$ cat src/rtl/mem_port_arbiter.sv
// ============================================================================
// mem_port_arbiter: shares one memory port between ICache reads and DCache
// reads/write-backs. Optional macro ARB_ROUND_ROBIN_EN selects fair reads.
// Revision: 1.0
// ============================================================================
`default_nettype none

module mem_port_arbiter #(
  parameter int ADDR_W         = 12,
  parameter int DATA_W         = 256,
  parameter int TIMEOUT_CYCLES = 255
) (
  input  logic              clk,
  input  logic              rst,
  input  logic [ADDR_W-1:0] i_araddr,
  input  logic              i_arvalid,
  output logic              i_arready,
  output logic [DATA_W-1:0] i_rdata,
  output logic              i_rvalid,
  input  logic              i_rready,
  input  logic [ADDR_W-1:0] d_araddr,
  input  logic              d_arvalid,
  output logic              d_arready,
  output logic [DATA_W-1:0] d_rdata,
  output logic              d_rvalid,
  input  logic              d_rready,
  input  logic [ADDR_W-1:0] d_awaddr,
  input  logic              d_awvalid,
  output logic              d_awready,
  input  logic [DATA_W-1:0] d_wdata,
  input  logic              d_wvalid,
  output logic              d_wready,
  output logic [ADDR_W-1:0] ram_axi_araddr,
  output logic              ram_axi_arvalid,
  input  logic              ram_axi_arready,
  input  logic [DATA_W-1:0] ram_axi_rdata,
  input  logic              ram_axi_rvalid,
  output logic              ram_axi_rready,
  output logic [ADDR_W-1:0] ram_axi_awaddr,
  output logic              ram_axi_awvalid,
  input  logic              ram_axi_awready,
  output logic [DATA_W-1:0] ram_axi_wdata,
  output logic              ram_axi_wvalid,
  input  logic              ram_axi_wready,
  output logic [1:0]        grant,
  output logic              busy,
  output logic              timeout_err
);

  typedef enum logic [1:0] {
    IDLE = 2'b00,
    I_RD = 2'b01,
    D_RD = 2'b10,
    D_WR = 2'b11
  } state_t;

  localparam int CNT_W = (TIMEOUT_CYCLES > 1) ? $clog2(TIMEOUT_CYCLES) : 1;

  state_t r_state;
  state_t w_next;
  logic   r_timeout_err;
  logic   w_rd_done;
  logic   w_wr_done;
  logic   w_done;
  logic   w_wd_fire;
  logic   w_pick_d;

  assign w_rd_done = ((r_state == I_RD) || (r_state == D_RD)) && ram_axi_rvalid && ram_axi_rready;
  assign w_wr_done = (r_state == D_WR) && ram_axi_awready && ram_axi_wready;
  assign w_done    = w_rd_done || w_wr_done;

`ifdef ARB_ROUND_ROBIN_EN
  // 0 = ICache was served last, 1 = DCache was served last
  logic r_last_rd;

  always_ff @(posedge clk) begin
    if (rst) begin
      r_last_rd <= 1'b0;
    end else if (w_rd_done) begin
      r_last_rd <= (r_state == D_RD);
    end
  end

  assign w_pick_d = d_arvalid && (!i_arvalid || !r_last_rd);
`else
  assign w_pick_d = d_arvalid;
`endif

  generate
    if (TIMEOUT_CYCLES > 0) begin : g_wdog
      logic [CNT_W-1:0] r_wait;

      // Held at zero in IDLE so every grant starts counting from zero
      always_ff @(posedge clk) begin
        if (rst || (r_state == IDLE)) begin
          r_wait <= '0;
        end else if (!w_done) begin
          r_wait <= r_wait + 1'b1;
        end
      end

      assign w_wd_fire = (r_state != IDLE) && !w_done &&
                         (r_wait == CNT_W'(TIMEOUT_CYCLES - 1));
    end else begin : g_no_wdog
      assign w_wd_fire = 1'b0;
    end
  endgenerate

  always_comb begin
    w_next = r_state;
    case (r_state)
      IDLE: begin
        if (d_awvalid && d_wvalid) begin
          w_next = D_WR;
        end else if (w_pick_d) begin
          w_next = D_RD;
        end else if (i_arvalid) begin
          w_next = I_RD;
        end
      end
      default: begin
        if (w_done || w_wd_fire) begin
          w_next = IDLE;
        end
      end
    endcase
  end

  always_ff @(posedge clk) begin
    if (rst) begin
      r_state       <= IDLE;
      r_timeout_err <= 1'b0;
    end else begin
      r_state <= w_next;
      if (w_wd_fire) begin
        r_timeout_err <= 1'b1;
      end
    end
  end

  // Only the current owner is connected to the memory port
  always_comb begin
    i_arready       = 1'b0;
    i_rvalid        = 1'b0;
    i_rdata         = '0;
    d_arready       = 1'b0;
    d_rvalid        = 1'b0;
    d_rdata         = '0;
    d_awready       = 1'b0;
    d_wready        = 1'b0;
    ram_axi_araddr  = '0;
    ram_axi_arvalid = 1'b0;
    ram_axi_rready  = 1'b0;
    ram_axi_awaddr  = '0;
    ram_axi_awvalid = 1'b0;
    ram_axi_wdata   = '0;
    ram_axi_wvalid  = 1'b0;
    case (r_state)
      I_RD: begin
        ram_axi_araddr  = i_araddr;
        ram_axi_arvalid = i_arvalid;
        i_arready       = ram_axi_arready;
        ram_axi_rready  = i_rready;
        i_rvalid        = ram_axi_rvalid;
        i_rdata         = ram_axi_rdata;
        d_rdata         = ram_axi_rdata;
      end
      D_RD: begin
        ram_axi_araddr  = d_araddr;
        ram_axi_arvalid = d_arvalid;
        d_arready       = ram_axi_arready;
        ram_axi_rready  = d_rready;
        d_rvalid        = ram_axi_rvalid;
        i_rdata         = ram_axi_rdata;
        d_rdata         = ram_axi_rdata;
      end
      D_WR: begin
        ram_axi_awaddr  = d_awaddr;
        ram_axi_awvalid = d_awvalid;
        ram_axi_wdata   = d_wdata;
        ram_axi_wvalid  = d_wvalid;
        d_awready       = ram_axi_awready;
        d_wready        = ram_axi_wready;
      end
      default: begin
      end
    endcase
  end

  assign grant       = r_state;
  assign busy        = (r_state != IDLE);
  assign timeout_err = r_timeout_err;

endmodule

`default_nettype wire

$ cat config.mk
export PLATFORM = sky130hd
export DESIGN_NAME = mem_port_arbiter
export DESIGN_NICKNAME = d
export VERILOG_FILES = /design/src/rtl/mem_port_arbiter.sv
export SDC_FILE = /design/constraint.sdc
export NUM_CORES = 1
export LEC_CHECK = 0
export CAP_MARGIN = 20
export CORE_AREA = 2 2 531 533
export CTS_CLUSTER_DIAMETER = 80
export DETAILED_ROUTE_END_ITERATION = 7
export DIE_AREA = 0 0 533 535
export PLACE_DENSITY = 0.3
export SYNTH_ARGS = -nofsm -noshare
export SYNTH_HDL_FRONTEND = slang
export SYNTH_SLANG_ARGS = --single-unit
$ cat constraint.sdc
create_clock -name clk -period 2.56 [get_ports clk]
set_clock_uncertainty 0.05 [all_clocks]
set_input_delay 0.256 -clock clk [delete_from_list [all_inputs] [get_ports clk]]
set_output_delay 0.256 -clock clk [all_outputs]
set_load 0.02 [all_outputs]
# --- Yosys cells after proc, flatten, opt, wreduce, memory -nomap -nowiden ---
# Cells that the tools add are included.
word_totals:
  elab_cells: 45
  inputBits: 560
  regBits: 11
op_classes:
  eq_ne: 5
  n_reduce_logical: 17
  mux: 19
  n_addsub: 1
ops:
  columns: ["operator", "count"]
  rows:
  - ["$mux W256", 2]
  - ["$pmux W12 S2", 1]
  - ["$mux W12", 1]
  - ["$mux W2", 5]
  - ["$add A8 B1 Y8 const B", 1]
  - ["$eq A8 B8 Y1 const B", 1]
  - ["$mux W1", 8]
  - ["$logic_and A1 B1 Y1", 7]
  - ["$eq A2 B2 Y1 const B", 2]
  - ["$logic_or A1 B1 Y1", 4]
  - ["$ne A4 B3 Y1 const B", 1]
  - ["$pmux W1 S2", 2]
  - ["$reduce_bool A2 Y1", 2]
  - ["$eq A2 B1 Y1 const B", 1]
  - ["$logic_not A2 Y1", 1]
  - ["$reduce_and A2 Y1", 1]
  - ["$reduce_or A2 Y1", 1]
  - ["$logic_not A1 Y1", 1]

# --- Depth between registers and ports, before layout ---
# Gate-level depths: netlist (run 1).
depth:
  word_depth: 11
  ltp_mapped: 8
  mapped_depth_nobuf: 6

# --- Worst setup path before layout (run 1) ---
# Ideal clock, no wire load.
synth_path:
  path_type: "flip-flop to output port"
  startpoint: "register r_state[0], in the netlist grant[0]"
  endpoint: "output port i_rdata[100]"
  path_stages_with_launch: 8
  n_path_buf: 4
  arrival_ns: 2.054
  slack_ns: 0.200
  path_cell_list: "dfxtp_1 inv_1 ha_1 clkbuf_1 clkbuf_1 clkbuf_1 and2_1 buf_4"
synth_via:
  elab_chain_cells: 3
synth_lines:
  columns: ["element", "line_no", "rtl"]
  rows:
  - ["start: declaration", "59", "state_t r_state;"]
  - ["start signal: assignment", "134", "r_state <= w_next;"]
  - ["$eq A2 B1 Y1 / $eq A2 B2 Y1 (equally long branches)", null, null]
  - ["$reduce_or A2 Y1 (no source line) *", null, null]
  - ["$mux W256 *", null, null]
  - ["end: declaration", "18", "output logic [DATA_W-1:0] i_rdata,"]
# Mark *: on every way between the ends. The rest lies on a longest branch, timed or not.

# --- Worst setup path in the final report (run 1) ---
layout_path:
  startpoint: "register r_state[1], in the netlist grant[1]"
  endpoint: "output port d_rdata[57]"
layout_via:
  elab_chain_cells: 3
layout_lines:
  columns: ["element", "line_no", "rtl"]
  rows:
  - ["$eq A2 B1 Y1 / $eq A2 B2 Y1 (equally long branches)", "158", "case (r_state)"]
  - ["$reduce_or A2 Y1 (no source line) *", null, null]
  - ["$mux W256 *", "158", null]
  - ["end: declaration", "24", "output logic [DATA_W-1:0] d_rdata,"]
# Marked as above.

==> results of run 1 <==
[metrics by stage]
| step | setup WS [ps] | std cells | setup TNS [ps] |
|---|---|---|---|
| 6_report | 70.1 | 5883 | 0 |
| 5_1_grt | -16.3 | 5868 | -31.2 |
| 4_1_cts | -1.76 | 5847 | -1.76 |
| 3_5_place_dp | 37.8 | 5842 | 0 |
| 3_3_place_gp | 22.1 | 5842 | 0 |
| 2_1_floorplan | 200 | 949 | 0 |
[cell families (layout without fill, tap and decap cells)]
logic type,count (synthesis),in the layout
buffers and inverters,328,1505
adders and majority gates,6,6
AOI/OAI and AO/OA,34,34
and+or+nand+nor,568,568
other,0,33
DFF,11,11
xor gates and xnor gates,2,2
[what timing repair did]
| action | in CTS | in global routing |
|---|---|---|
| gates cloned | 0 | 1 |
| pin swaps | 1 | 0 |
| setup endpoints to repair | 216 | 69 |
| setup buffers | 1 | 2 |
| resized for setup | 131 | 50 |
[sequential cells by signal, indices dropped and copies added, names as in the netlist]
name           count
g_wdog.r_wait      8
timeout_err        1
grant              2
[cells in the final DEF (no fill, tap or decap), drive strengths merged, types with 2 or more instances in the layout]
master           n
or4              2
clkbuf           4
o31ai            2
a21oi            7
nand3            3
inv              6
nor2             3
nand4            2
clkdlybuf4s50  627
or3              5
dlymetal6s2s    24
nor2b           13
nand2            4
a22oi           14
ha               6
buf            717
dfxtp           11
and2           532
o22ai            2
dlygate4sd2    126
o21ai            4
diode           33
[report_power, final]
| group | internal (mW) | switching (mW) | total (mW) |
|---|---|---|---|
| clock network | 0.208 | 0.0880 | 0.296 |
| registers | 0.183 | 0.00852 | 0.191 |
| logic | 6.92 | 8.35 | 15.3 |
[worst max path at each step]
stage,start,to,slack [ps],depth (start not counted)
after floorplan,grant[0],i_rdata[100],200,7
after global placement,grant[1],d_rdata[37],20,5
after detailed placement,grant[1],d_rdata[37],40,5
after CTS,grant[1],i_rdata[10],-2,6
after global routing,grant[1],i_rdata[66],-20,6
final,grant[1],d_rdata[57],70,6
[critical path, stage by stage, from the launching register on]
cell and delay, ps:
dfxtp_1 330, inv_1 90, ha_4 280, buf_12 180, buf_16 240, and2_1 460
buf_4 230
[layout make-up]
cell class / count / share of cell area
clock buffers: 3 / 0.00262
flip-flops and latches: 11 / 0.00768
well taps: 3724 / 0.162
diodes: 33 / 0.00288
multi-input cells: 610 / 0.137
clock inverters: 1 / 0.000175
inverters: 6 / 0.000785
repair buffers: 1495 / 0.686
[metal layers]
layer | track usage | wire (microns)
met1 | 0.173 | 88000
met2 | 0.226 | 92300
met3 | 0.107 | 35400
met4 | 0.0212 | 4870
met5 | 0 | 492
==> results.md, run 1 <==
- Run status: completed
- Synth Area in Simple Gates: 0.561
- Hold EP: timeout_err
- Asr flop ratio synth: 0
- Synthesis-to-finish area growth: 355%
- RePlAce Congestion: 0.966
- Min Tclk post-route: about 2500 ps
- Design Power: 15.8 mW
- Setup crit end kind: primary output
- Leakage power: about 11 nW
- Cells after Synth: roughly 950
- CTS root buf: clkbuf_16
- Footprint of the multi-input gates: 0.00393 sq mm
- PwrDens: roughly 550 mW/mm^2
- HP Class: reg -> reg
- H-tree levels: 1
- Final Hold Fails: 0
- Fin util: 0.103
- Main combinational cell family by area after synthesis: simple AND/OR/NAND/NOR gates
- Routed via count: ~12,000
- Sequential area share after synthesis: 0.0349
- Chip width: 533 microns
- F_max: between 0.4 and 0.5 GHz
- Register area: 220 sq um
- Worst EP required: roughly 2300 ps
- CTS tree: done
- CTS Buffer Depth: 2
- #FFs+latches synth: 11
- Nets@finish: 2,693
- Layout cells sized above 1: 0.354
- Sink Count: 11
- Row count: 194
- Core ar.: roughly 0.28 sq mm
- Startpoint types: register
- XOR/XNOR Fraction of Synth Area: 0.00278
- Worst slew pin tran: between 400 and 500 ps
- Leading area contributor after synthesis: and2_1
- Vias in the first global route: about 13,000
- Filler cell count: roughly 32,000
- Slew headroom: 0.695
- Boundary pin count: around 1,400
- Count leader, synth: and2_1
- Final setup violation count: 0
- Post-route cell area: between 0.02 and 0.03 sq mm
- Starting Density: 0.0226
- Wire per inst: about 38 microns
- Global route overflow: 0
- Syn avg cell area: between 6 and 7 sq um
- Yosys top cell area share: 0.528
- Critical Path AT: roughly 2200 ps
- FF-to-FF End: g_wdog.r_wait[5]
- Final hold slack: ~410 ps
- Final WL: ~220 mm
- Most used DFF post-synth: dfxtp_1
- Commonest cells post-synth: and2_1, buf_4, clkbuf_1
- Hpwl dp: roughly 210 mm
- Net Count, Synth: about 1,500
- Largest cells by area after synthesis: and2_1, buf_4, clkbuf_1
- First-pass GRT wire length: between 200 and 250 mm
- Beginning of the worst hold path: timeout_err
- DRT antenna net count: 0
- DIE AREA: about 0.29 sq mm
- Final max-slew violation count: 0
- Max-cap viol count: 0
- Setup repair after global routing missed its margin: yes
- Crit-path max FO: 63
- Reg2Reg Setup Slack: approximately 110 ps
- TritonRoute pass-1 iters: 4
- Mux cell area share after synthesis: 0
- Total CTS buffers: 3
- VDD IR max: about 0.25 mV
- Synth Area in Adders: 0.0119
- Reg2Reg Depth: 10
- Die height: approximately 540 microns
- Setup CP Type: reg -> out
- Dpl cell area: 0.0285 sq mm
- Largest net degree at the start of global routing: 96
- Total GRT Usage: 0.149
- Skew-Pair Late Insertion Delay: about 250 ps
- WHS Path Cells: 2
- Drc violations: 0
- Initial antenna violation count: roughly 200
- Netlist cell types: 34
- RR Startpoint: grant[1]
- Initial drt markers: roughly 430
- Mapped cell area: approximately 0.0063 sq mm
- CTS Hold Bufs: 0
- Via/cell ratio: roughly 2.1
- Compound-cell area share of the yosys netlist: 0.0389
- Port bufs: ~1,400
- Period utilization: 0.973
- Synth warn: 0
- EDFF count, synth: 0
- Clk slew on worst S/H paths: ~50 ps
Power figures use the tool's default switching activity.
==> run 2: changes to the inputs <==
Settings changed: CTS_BUF_LIST set to sky130_fd_sc_hd__clkbuf_2 sky130_fd_sc_hd__clkbuf_4 sky130_fd_sc_hd__clkbuf_8, HOLD_SLACK_MARGIN set to 0.06, SLEW_MARGIN set to 20.
==> run 2 against run 1 <==
Net effect:
- combinational power is essentially flat
- utilization about the same
- final cell count unchanged
- global-route usage about the same
- critical path depth stayed put
- die area did not move
- final area fell by 0.28%
- via count decreased by 0.69%
- highest routed layer unchanged
==> results.md, run 2 (synthesis results as in run 1) <==
- Skew-Pair Late Insertion Delay: approximately 270 ps
- Setup crit end kind: primary output
- Nets@finish: approximately 2,700
- Dpl cell area: 0.0285 sq mm
- F_max: slightly below 0.4 GHz
- Synthesis-to-finish area growth: 354%
- Total GRT Usage: 0.149
- Wire per inst: between 30 and 40 microns
- Port bufs: around 1,400
- Boundary pin count: roughly 1,400
- Final Hold Fails: 0
- Switching portion of total power: 0.540
- Final max-slew violation count: 0
- CTS root buf: clkbuf_8
- Reg2Reg Depth: 10
- Core ar.: 0.279 sq mm
- Design Power: around 16 mW
- Largest net degree at the start of global routing: 96
- Initial antenna violation count: 200
- Final WL: 221 mm
- Worst slew pin tran: 474 ps
- Drc violations: 0
- WHS Path Cells: 2
- VDD IR max: between 0.2 and 0.25 mV
- Hpwl dp: roughly 210 mm
- Met3 wire length: roughly 35 mm
- First-pass GRT wire length: 250 mm
- RR Startpoint: grant[1]
- Leakage power: between 10 and 15 nW
- Total CTS buffers: 3
- Beginning of the worst hold path: timeout_err
- Initial drt markers: between 400 and 500
- Die height: ~540 microns
- RePlAce Congestion: just under 1
- FF-to-FF End: g_wdog.r_wait[5]
- Hold EP: timeout_err
- Startpoint types: register
- Starting Density: 0.0226
- Fin util: 0.103
- TritonRoute pass-1 iters: 4
- Clk pwr share: 0.012
- Max reg flops: 8
- Layout cells sized above 1: 0.355
- Clk slew on worst S/H paths: about 60 ps
- H-tree levels: 1
- Vias in the first global route: approximately 13,000
- Chip width: 533 microns
- Top sig layer: met5
- Setup CP Type: reg -> out
- Wire length on met2: ~90 mm
- Period utilization: 0.985
- Most frequent cells in the layout: clkdlybuf4s50_1, buf_12, and2_1
- Min Tclk post-route: 2520 ps
- DIE AREA: about 0.29 sq mm
- Row count: just under 200
- Sw power: ~8.4 mW
- Seq pwr share: 0.012
- Worst EP required: around 2300 ps
- CTS tree: done
- Reg2Reg Setup Slack: roughly 120 ps
- Critical Path AT: between 2000 and 2500 ps
- CTS Buffer Depth: 2
- Slew headroom: 0.683
- HP Class: reg -> reg
- Crit path from: grant[1]
- DRT antenna net count: 0
- PwrDens: between 500 and 600 mW/mm^2
- Sink Count: 11
- Setup repair after global routing missed its margin: yes
- Run status: completed
- Via/cell ratio: between 2 and 2.5
- Crit-path max FO: 63
- Final setup violation count: 0
- Global route overflow: 0
- Max-cap viol count: 0
- Post-route cell area: around 0.029 sq mm
- Routed via count: approximately 12,000
- Largest Register: g_wdog.r_wait
- Commonest non-fill, non-tap cell in the layout: clkdlybuf4s50_1
- Filler cell count: roughly 32,000
- Logic pwr share: 0.976
- Internal Power: between 7 and 8 mW
- Met1 wire length: around 90 mm
[run 2: power by group through the flow]
| stage | Clock (mW) | Sequential (mW) | Combinational, mW |
|---|---|---|---|
| final | 0.183 | 0.191 | 15.3 |
| after global routing | 0.196 | 0.193 | 16.1 |
| after CTS | 0.189 | 0.191 | 15.8 |
| after detailed placement | 0 | 0.194 | 16.0 |
| after global placement | 0 | 0.195 | 16.0 |
| after floorplan | 0 | 0.203 | 4.90 |
[run 2: per-layer routing]
layer | vias to the layer above | track usage
met3 | 342 | 0.105
met2 | 1194 | 0.224
met5 | - | 0
met1 | 5488 | 0.174
met4 | 86 | 0.0253
li1 | 5056 | -
[run 2: worst max-delay path by stage]
stage	endpoint	slack, ps
global route	i_rdata[66]	-40
floorplan	i_rdata[100]	200
CTS	i_rdata[10]	-8
finish	d_rdata[26]	40
global placement	d_rdata[37]	20
detailed placement	d_rdata[37]	40
[run 2: through the flow]
stage	hold WS, ps	TNS (ps)	instances	setup WS (ps)
after floorplan	315	0	949	200
after global placement	411	0	5842	22.1
after detailed placement	406	0	5842	37.8
after CTS	418	-20.4	5847	-7.69
after global routing	448	-280	5871	-43.6
final	415	0	5883	39.0
[run 2: layout make-up]
type                       instances  area (sq um)  share of cell area
antenna                           33          82.6             0.00289
timing repair buffer            1495         19600               0.686
clock inverter                     1          5.00            0.000175
inverter                           6          22.5            0.000787
sequential                        11           220             0.00770
multi-input combinational        610          3940               0.138
clock buffer                       3          41.3             0.00144
tap                             3724          4660               0.163
[run 2: timing repair]
item / in CTS / in global routing
gates resized for setup: 144 / 40
setup buffers: 1 / 2
setup endpoints to repair: 227 / 66
cloned: 0 / 1
pin swaps: 1 / 0
hold endpoints to repair: 0 / 0
hold buffers: 0 / 0
[run 2: worst max-delay path, cell delays in order, from the launching register on]
cell	delay, ps
dfxtp_1	340
inv_1	100
ha_4	280
buf_12	180
buf_16	240
and2_1	450
buf_4	240
